$ cat src/rtl/fetch_unit.sv
// RV32 instruction-fetch front end: PC register, single-outstanding imem requests, small instruction FIFO.
// Optional FETCH_MISALIGN_TRAP_EN halts fetch on a misaligned redirect target.
module fetch_unit #(
  parameter logic [31:0] RESET_PC   = 32'h0000_0000,
  parameter int unsigned FIFO_DEPTH = 2
) (
  input  logic        clk,
  input  logic        rst,
  input  logic        redirect_en,
  input  logic [31:0] redirect_pc,
  output logic        imem_req_valid,
  output logic [31:0] imem_req_addr,
  input  logic        imem_req_ready,
  input  logic        imem_resp_valid,
  input  logic [31:0] imem_resp_data,
  output logic        inst_valid,
  output logic [31:0] inst_data,
  output logic [31:0] inst_pc,
  input  logic        inst_ready,
  output logic        misalign
);

  localparam int unsigned PTR_W = (FIFO_DEPTH > 1) ? $clog2(FIFO_DEPTH) : 1;
  localparam int unsigned CNT_W = PTR_W + 1;

  typedef enum logic [1:0] {
    S_FETCH,
    S_WAIT,
    S_DRAIN
`ifdef FETCH_MISALIGN_TRAP_EN
    , S_HALT
`endif
  } state_e;

  typedef struct packed {
    logic [31:0] pc;
    logic [31:0] data;
  } entry_t;

  state_e             state_q, state_d;
  logic [31:0]        pc_q, pc_d;
  logic [31:0]        req_pc_q, req_pc_d;
  logic [31:0]        req_addr_q, req_addr_d;
  logic               req_valid_q, req_valid_d;
  logic [PTR_W-1:0]   wr_ptr_q, wr_ptr_d, rd_ptr_q, rd_ptr_d;
  logic [CNT_W-1:0]   count_q, count_d;
  entry_t             fifo_q [FIFO_DEPTH];
  logic               push, pop, flush, pending, accept;
`ifdef FETCH_MISALIGN_TRAP_EN
  logic               halt_pend_q, halt_pend_d;
  logic               misalign_q, misalign_d;
`endif

  assign accept = req_valid_q & imem_req_ready;

  // Next-state: FSM, PC, FIFO bookkeeping; redirect overrides everything
  always_comb begin
    state_d  = state_q;
    pc_d     = pc_q;
    req_pc_d = req_pc_q;
    push     = 1'b0;
    pop      = (count_q != '0) & inst_ready;
    flush    = 1'b0;
    pending  = 1'b0;
`ifdef FETCH_MISALIGN_TRAP_EN
    halt_pend_d = halt_pend_q;
    misalign_d  = misalign_q;
`endif
    case (state_q)
      S_FETCH: begin
        if (accept) begin
          pc_d     = pc_q + 32'd4;
          req_pc_d = req_addr_q;
          state_d  = S_WAIT;
          pending  = 1'b1;
        end
      end
      S_WAIT: begin
        if (imem_resp_valid) begin
          push    = 1'b1;
          state_d = S_FETCH;
        end else begin
          pending = 1'b1;
        end
      end
      S_DRAIN: begin
        if (imem_resp_valid) state_d = S_FETCH;
        else                 pending = 1'b1;
      end
`ifdef FETCH_MISALIGN_TRAP_EN
      S_HALT: begin
        pending = halt_pend_q & ~imem_resp_valid;
        if (imem_resp_valid) halt_pend_d = 1'b0;
      end
`endif
      default: state_d = S_FETCH;
    endcase

    if (redirect_en) begin
      pc_d  = redirect_pc;
      push  = 1'b0;
      pop   = 1'b0;
      flush = 1'b1;
`ifdef FETCH_MISALIGN_TRAP_EN
      if (redirect_pc[1:0] != 2'b00) begin
        state_d     = S_HALT;
        halt_pend_d = pending;
        misalign_d  = 1'b1;
      end else begin
        state_d     = pending ? S_DRAIN : S_FETCH;
        halt_pend_d = 1'b0;
        misalign_d  = 1'b0;
      end
`else
      state_d = pending ? S_DRAIN : S_FETCH;
`endif
    end

    if (flush) begin
      wr_ptr_d = '0;
      rd_ptr_d = '0;
      count_d  = '0;
    end else begin
      wr_ptr_d = wr_ptr_q + PTR_W'(push);
      rd_ptr_d = rd_ptr_q + PTR_W'(pop);
      count_d  = count_q + CNT_W'(push) - CNT_W'(pop);
    end

    // No outstanding request exists in FETCH, so free slots are simply DEPTH - count
    req_valid_d = (state_d == S_FETCH) && (count_d < CNT_W'(FIFO_DEPTH));
    req_addr_d  = {pc_d[31:2], 2'b00};
  end

  always_ff @(posedge clk) begin
    if (rst) begin
      state_q     <= S_FETCH;
      pc_q        <= RESET_PC;
      req_pc_q    <= '0;
      req_addr_q  <= '0;
      req_valid_q <= 1'b0;
      wr_ptr_q    <= '0;
      rd_ptr_q    <= '0;
      count_q     <= '0;
      for (int i = 0; i < int'(FIFO_DEPTH); i++) fifo_q[i] <= '0;
`ifdef FETCH_MISALIGN_TRAP_EN
      halt_pend_q <= 1'b0;
      misalign_q  <= 1'b0;
`endif
    end else begin
      state_q     <= state_d;
      pc_q        <= pc_d;
      req_pc_q    <= req_pc_d;
      req_addr_q  <= req_addr_d;
      req_valid_q <= req_valid_d;
      wr_ptr_q    <= wr_ptr_d;
      rd_ptr_q    <= rd_ptr_d;
      count_q     <= count_d;
      if (push) fifo_q[wr_ptr_q] <= '{pc: req_pc_q, data: imem_resp_data};
`ifdef FETCH_MISALIGN_TRAP_EN
      halt_pend_q <= halt_pend_d;
      misalign_q  <= misalign_d;
`endif
    end
  end

  assign imem_req_valid = req_valid_q;
  assign imem_req_addr  = req_addr_q;
  assign inst_valid     = (count_q != '0);
  assign inst_data      = fifo_q[rd_ptr_q].data;
  assign inst_pc        = fifo_q[rd_ptr_q].pc;
`ifdef FETCH_MISALIGN_TRAP_EN
  assign misalign       = misalign_q;
`else
  assign misalign       = 1'b0;
`endif

endmodule

$ cat config.mk
export PLATFORM = sky130hd
export DESIGN_NAME = fetch_unit
export DESIGN_NICKNAME = d
export VERILOG_FILES = /design/src/rtl/fetch_unit.sv
export SDC_FILE = /design/constraint.sdc
export NUM_CORES = 1
export LEC_CHECK = 0
export CORE_AREA = 2 2 188 98
export CTS_BUF_LIST = sky130_fd_sc_hd__clkbuf_16
export DETAILED_ROUTE_END_ITERATION = 7
export DIE_AREA = 0 0 190 100
export HOLD_SLACK_MARGIN = 0.1
export PLACE_DENSITY = 0.77
export SLEW_MARGIN = 30
export SYNTH_ARGS = -nofsm -noshare
export SYNTH_HDL_FRONTEND = slang
export SYNTH_SLANG_ARGS = --single-unit
$ cat constraint.sdc
create_clock -name clk -period 6.7 [get_ports clk]
set_input_delay 1.675 -clock clk [delete_from_list [all_inputs] [get_ports clk]]
set_output_delay 1.675 -clock clk [all_outputs]
set_load 0.02 [all_outputs]
==> flow_summary.yaml <==
floorplan:
  start_util_pct: 48.2
  die_x_microns: 190
  io_pins: 169
  core_sq_mm: 0.0176
  die_h_microns: 100
  fp.dieArea_sq_mm: 0.0190
  fp-row-count: 35
critical_path:
  startpoint_type: "flip-flop"
  crit_chain: "buf_4, mux2_2, clkdlybuf4s50_1"
  endpoint_kind: "output pin"
  crit_required_ps: 5030
  slowest_delay_ps: 720
  crit_path_top_delay_cell: "dfxtp_4"
  cp_max_fo: 39
  worst_ep_arrival_time_ps: 2590
  crit_type: "reg -> out"
power:
  leakagePower_nw: 3.92
  power_density_mw_per_mm2: 233
  vdd_drop_max_mv: 0.187
logic_synthesis:
  synth_area_leaders: "edfxtp_1 (44%), dfxtp_1 (16%), and2_1 (9.1%)"
  synth_largest_area_cell: "edfxtp_1"
  async_reset_ff_share_pct: 0
  synth-main-ff-cell: "edfxtp_1"
  yosys_register_bits: 191
  synth_top_area_share_pct: 43.7
  synthesis.area_per_instance_sq_um: 11.5
  ys_seq_area_share_pct: 59.5
  synth_edf_count: 124
  synth_warnings: 0
  yosysUniqueCellTypes: 46
  syn_inst: 743
  synth_area_sq_mm: 0.00851
layout:
  register_area_sq_mm: 0.00507
  synthToLayoutAreaGrowth_pct: 28.0
  nets: 959
  fillCellCount: 1387
  multi_input_comb_area_sq_mm: 0.00319
  diodes: 0
  drive_above_1_share_pct: 12.9
cts:
  cts_buffers: 17
  cts_tree: "yes"
  insertion_delay_ps: 420
  h-tree-depth: 4
  clkSinkCount: 191
  cts.clk_slew.worst_paths_ps: 70
  root_buffer: "clkbuf_16"
  ctsResizeCount: 0
  cts_setup_buffers: 0
  ctsHoldBuffers: 0
  cts.path.max_buffers: 2
timing:
  setup_viol: 0
  drv_slew: 0
  worstMarginPinSlew_ps: 889
  relSlewSlack_pct: 40.2
  fin_crit_sh_pct: 63.6
  finClkSkew_ps: 11.5
  fmax_mhz: 235
  grt_setup_unrepaired: "no"
  hold_violations: 0
  min_period_ps: 4260
  whs_ps: 460
  finalSetupTns_ps: 0
detailed_routing:
  routed_wl_microns: 18700
  num_vias: 5944
  first_iter_violations: 367
  viasPerCell: 5.23
  avgRoutedWirePerCell_microns: 16.5
  firstDrtPassIters: 5
  remaining_drc_errors: 0
  ant_nets: 0
place:
  portBuffers: 161
  place_hpwl_microns: 12000
  gp_congestion: 0.789
hold_path:
  hold_path.class: "reg -> reg"
global_route:
  grt_max_degree: 63
  grt_antenna_before_repair: 0
  gr-total-overflow: 0
  grt_pass1_vias: 5770
  grt_first_pass_wirelength_microns: 29700
  grtUsageTotal_pct: 20.1
run_status:
  status: "completed"
flow_run:
  maxCapViolations: 0
## stage by stage
stage / instance area (sq um) / worst slack, ps / util, % / instances / total power, mW
2_1_floorplan: 8530 / 1200 / - / 747 / 1.47
3_3_place_gp: 10300 / 2520 / 58.5 / 1104 / 1.59
3_5_place_dp: 10300 / 2540 / 58.5 / 1104 / 1.59
4_1_cts: 10900 / 2390 / 61.7 / 1136 / 2.56
5_1_grt: 10900 / 2300 / 61.7 / 1136 / 2.62
6_report: 10900 / 2440 / 61.7 / 1136 / 2.54
## cell usage in the layout, fill, tap and decap left out, types with 4 or more instances in the layout
master	Yosys	routed
clkdlybuf4s50_1	0	160
and2_1	124	124
edfxtp_1	124	124
nand2_1	83	83
dfxtp_1	67	66
mux2_2	62	62
a21oi_1	41	41
nor2_1	24	24
inv_1	21	22
clkbuf_16	0	17
a211oi_1	15	15
nand3_1	13	13
nor3_1	13	12
nor4_1	12	11
buf_4	5	9
a311oi_1	8	8
nand4_1	7	7
xnor2_1	7	7
o31ai_1	6	6
o21ai_0	6	6
ha_1	6	6
inv_6	0	6
and4_1	5	5
or4_1	5	5
xor2_1	5	5
conb_1	1	5
and3_1	4	4
## synthesized netlist by cell type, drive strengths merged (4+ instances only)
master / instances
clkbuf: 37
a21oi: 41
xor2: 5
edfxtp: 124
nor4: 12
dfxtp: 67
and3: 4
nand2: 83
a2111oi: 4
and4: 5
a311oi: 8
a211oi: 15
and2: 124
inv: 21
or4: 6
buf: 17
xnor2: 7
nor3: 13
o31ai: 6
nor2: 24
nand3: 13
o21ai: 6
mux2: 62
ha: 6
nand4: 9
## layout make-up
class	instances	area share (%)
Multi-Input combinational cell	481	29.3
Clock inverter	15	1.25
Sequential cell	191	46.5
Inverter	21	0.724
Clock buffer	17	3.91
Timing Repair Buffer	171	15.6
Tap cell	240	2.76
## critical path: cells and delay by family (launching register included)
kind / cells / cell delay [ps]
muxes: 1 / 420
buffers and inverters: 2 / 990
DFF: 1 / 720
## kinds of logic after synthesis
family | share of synthesized area [%]
multiplexers | 8.32
adder cells (fa/ha/maj) | 0.882
buffers and inverters | 3.63
flip-flops | 59.5
AO/OA/AOI/OAI | 7.09
other | 0.0441
XOR/XNOR | 1.23
AND/OR/NAND/NOR | 19.3
## sequential cells by signal, indices dropped and copies added (netlist names)
| signal | cells |
|---|---|
| fifo_q | 124 |
| pc_q | 30 |
| req_pc_q | 30 |
| count_q | 2 |
| state_q | 2 |
| imem_req_valid | 1 |
| rd_ptr_q | 1 |
| wr_ptr_q | 1 |
## power breakdown
group          switching (mW)  internal (mW)
logic                   0.124          0.116
registers              0.0342           1.29
clock network           0.450          0.519
## final timing paths
check / startpoint / to / slack, ps / cells after the start
setup / recovery: rd_ptr_q / inst_pc[15] / 2440 / 3
setup reg to reg: state_q[1] / pc_q[23] / 4250 / 6
hold / removal: req_pc_q[21] / req_pc_q[21] / 460 / 2
hold reg to reg: req_pc_q[21] / req_pc_q[21] / 460 / 2
## routing by layer
metal	GRT usage, %	wire (microns)	up-vias
met5	0	0	-
met4	4.95	140	0
met3	4.16	1010	14
met2	30.6	8210	181
met1	29.5	9360	2836
li1	-	-	2913
Note: power is estimated with default switching activity, not from simulation.
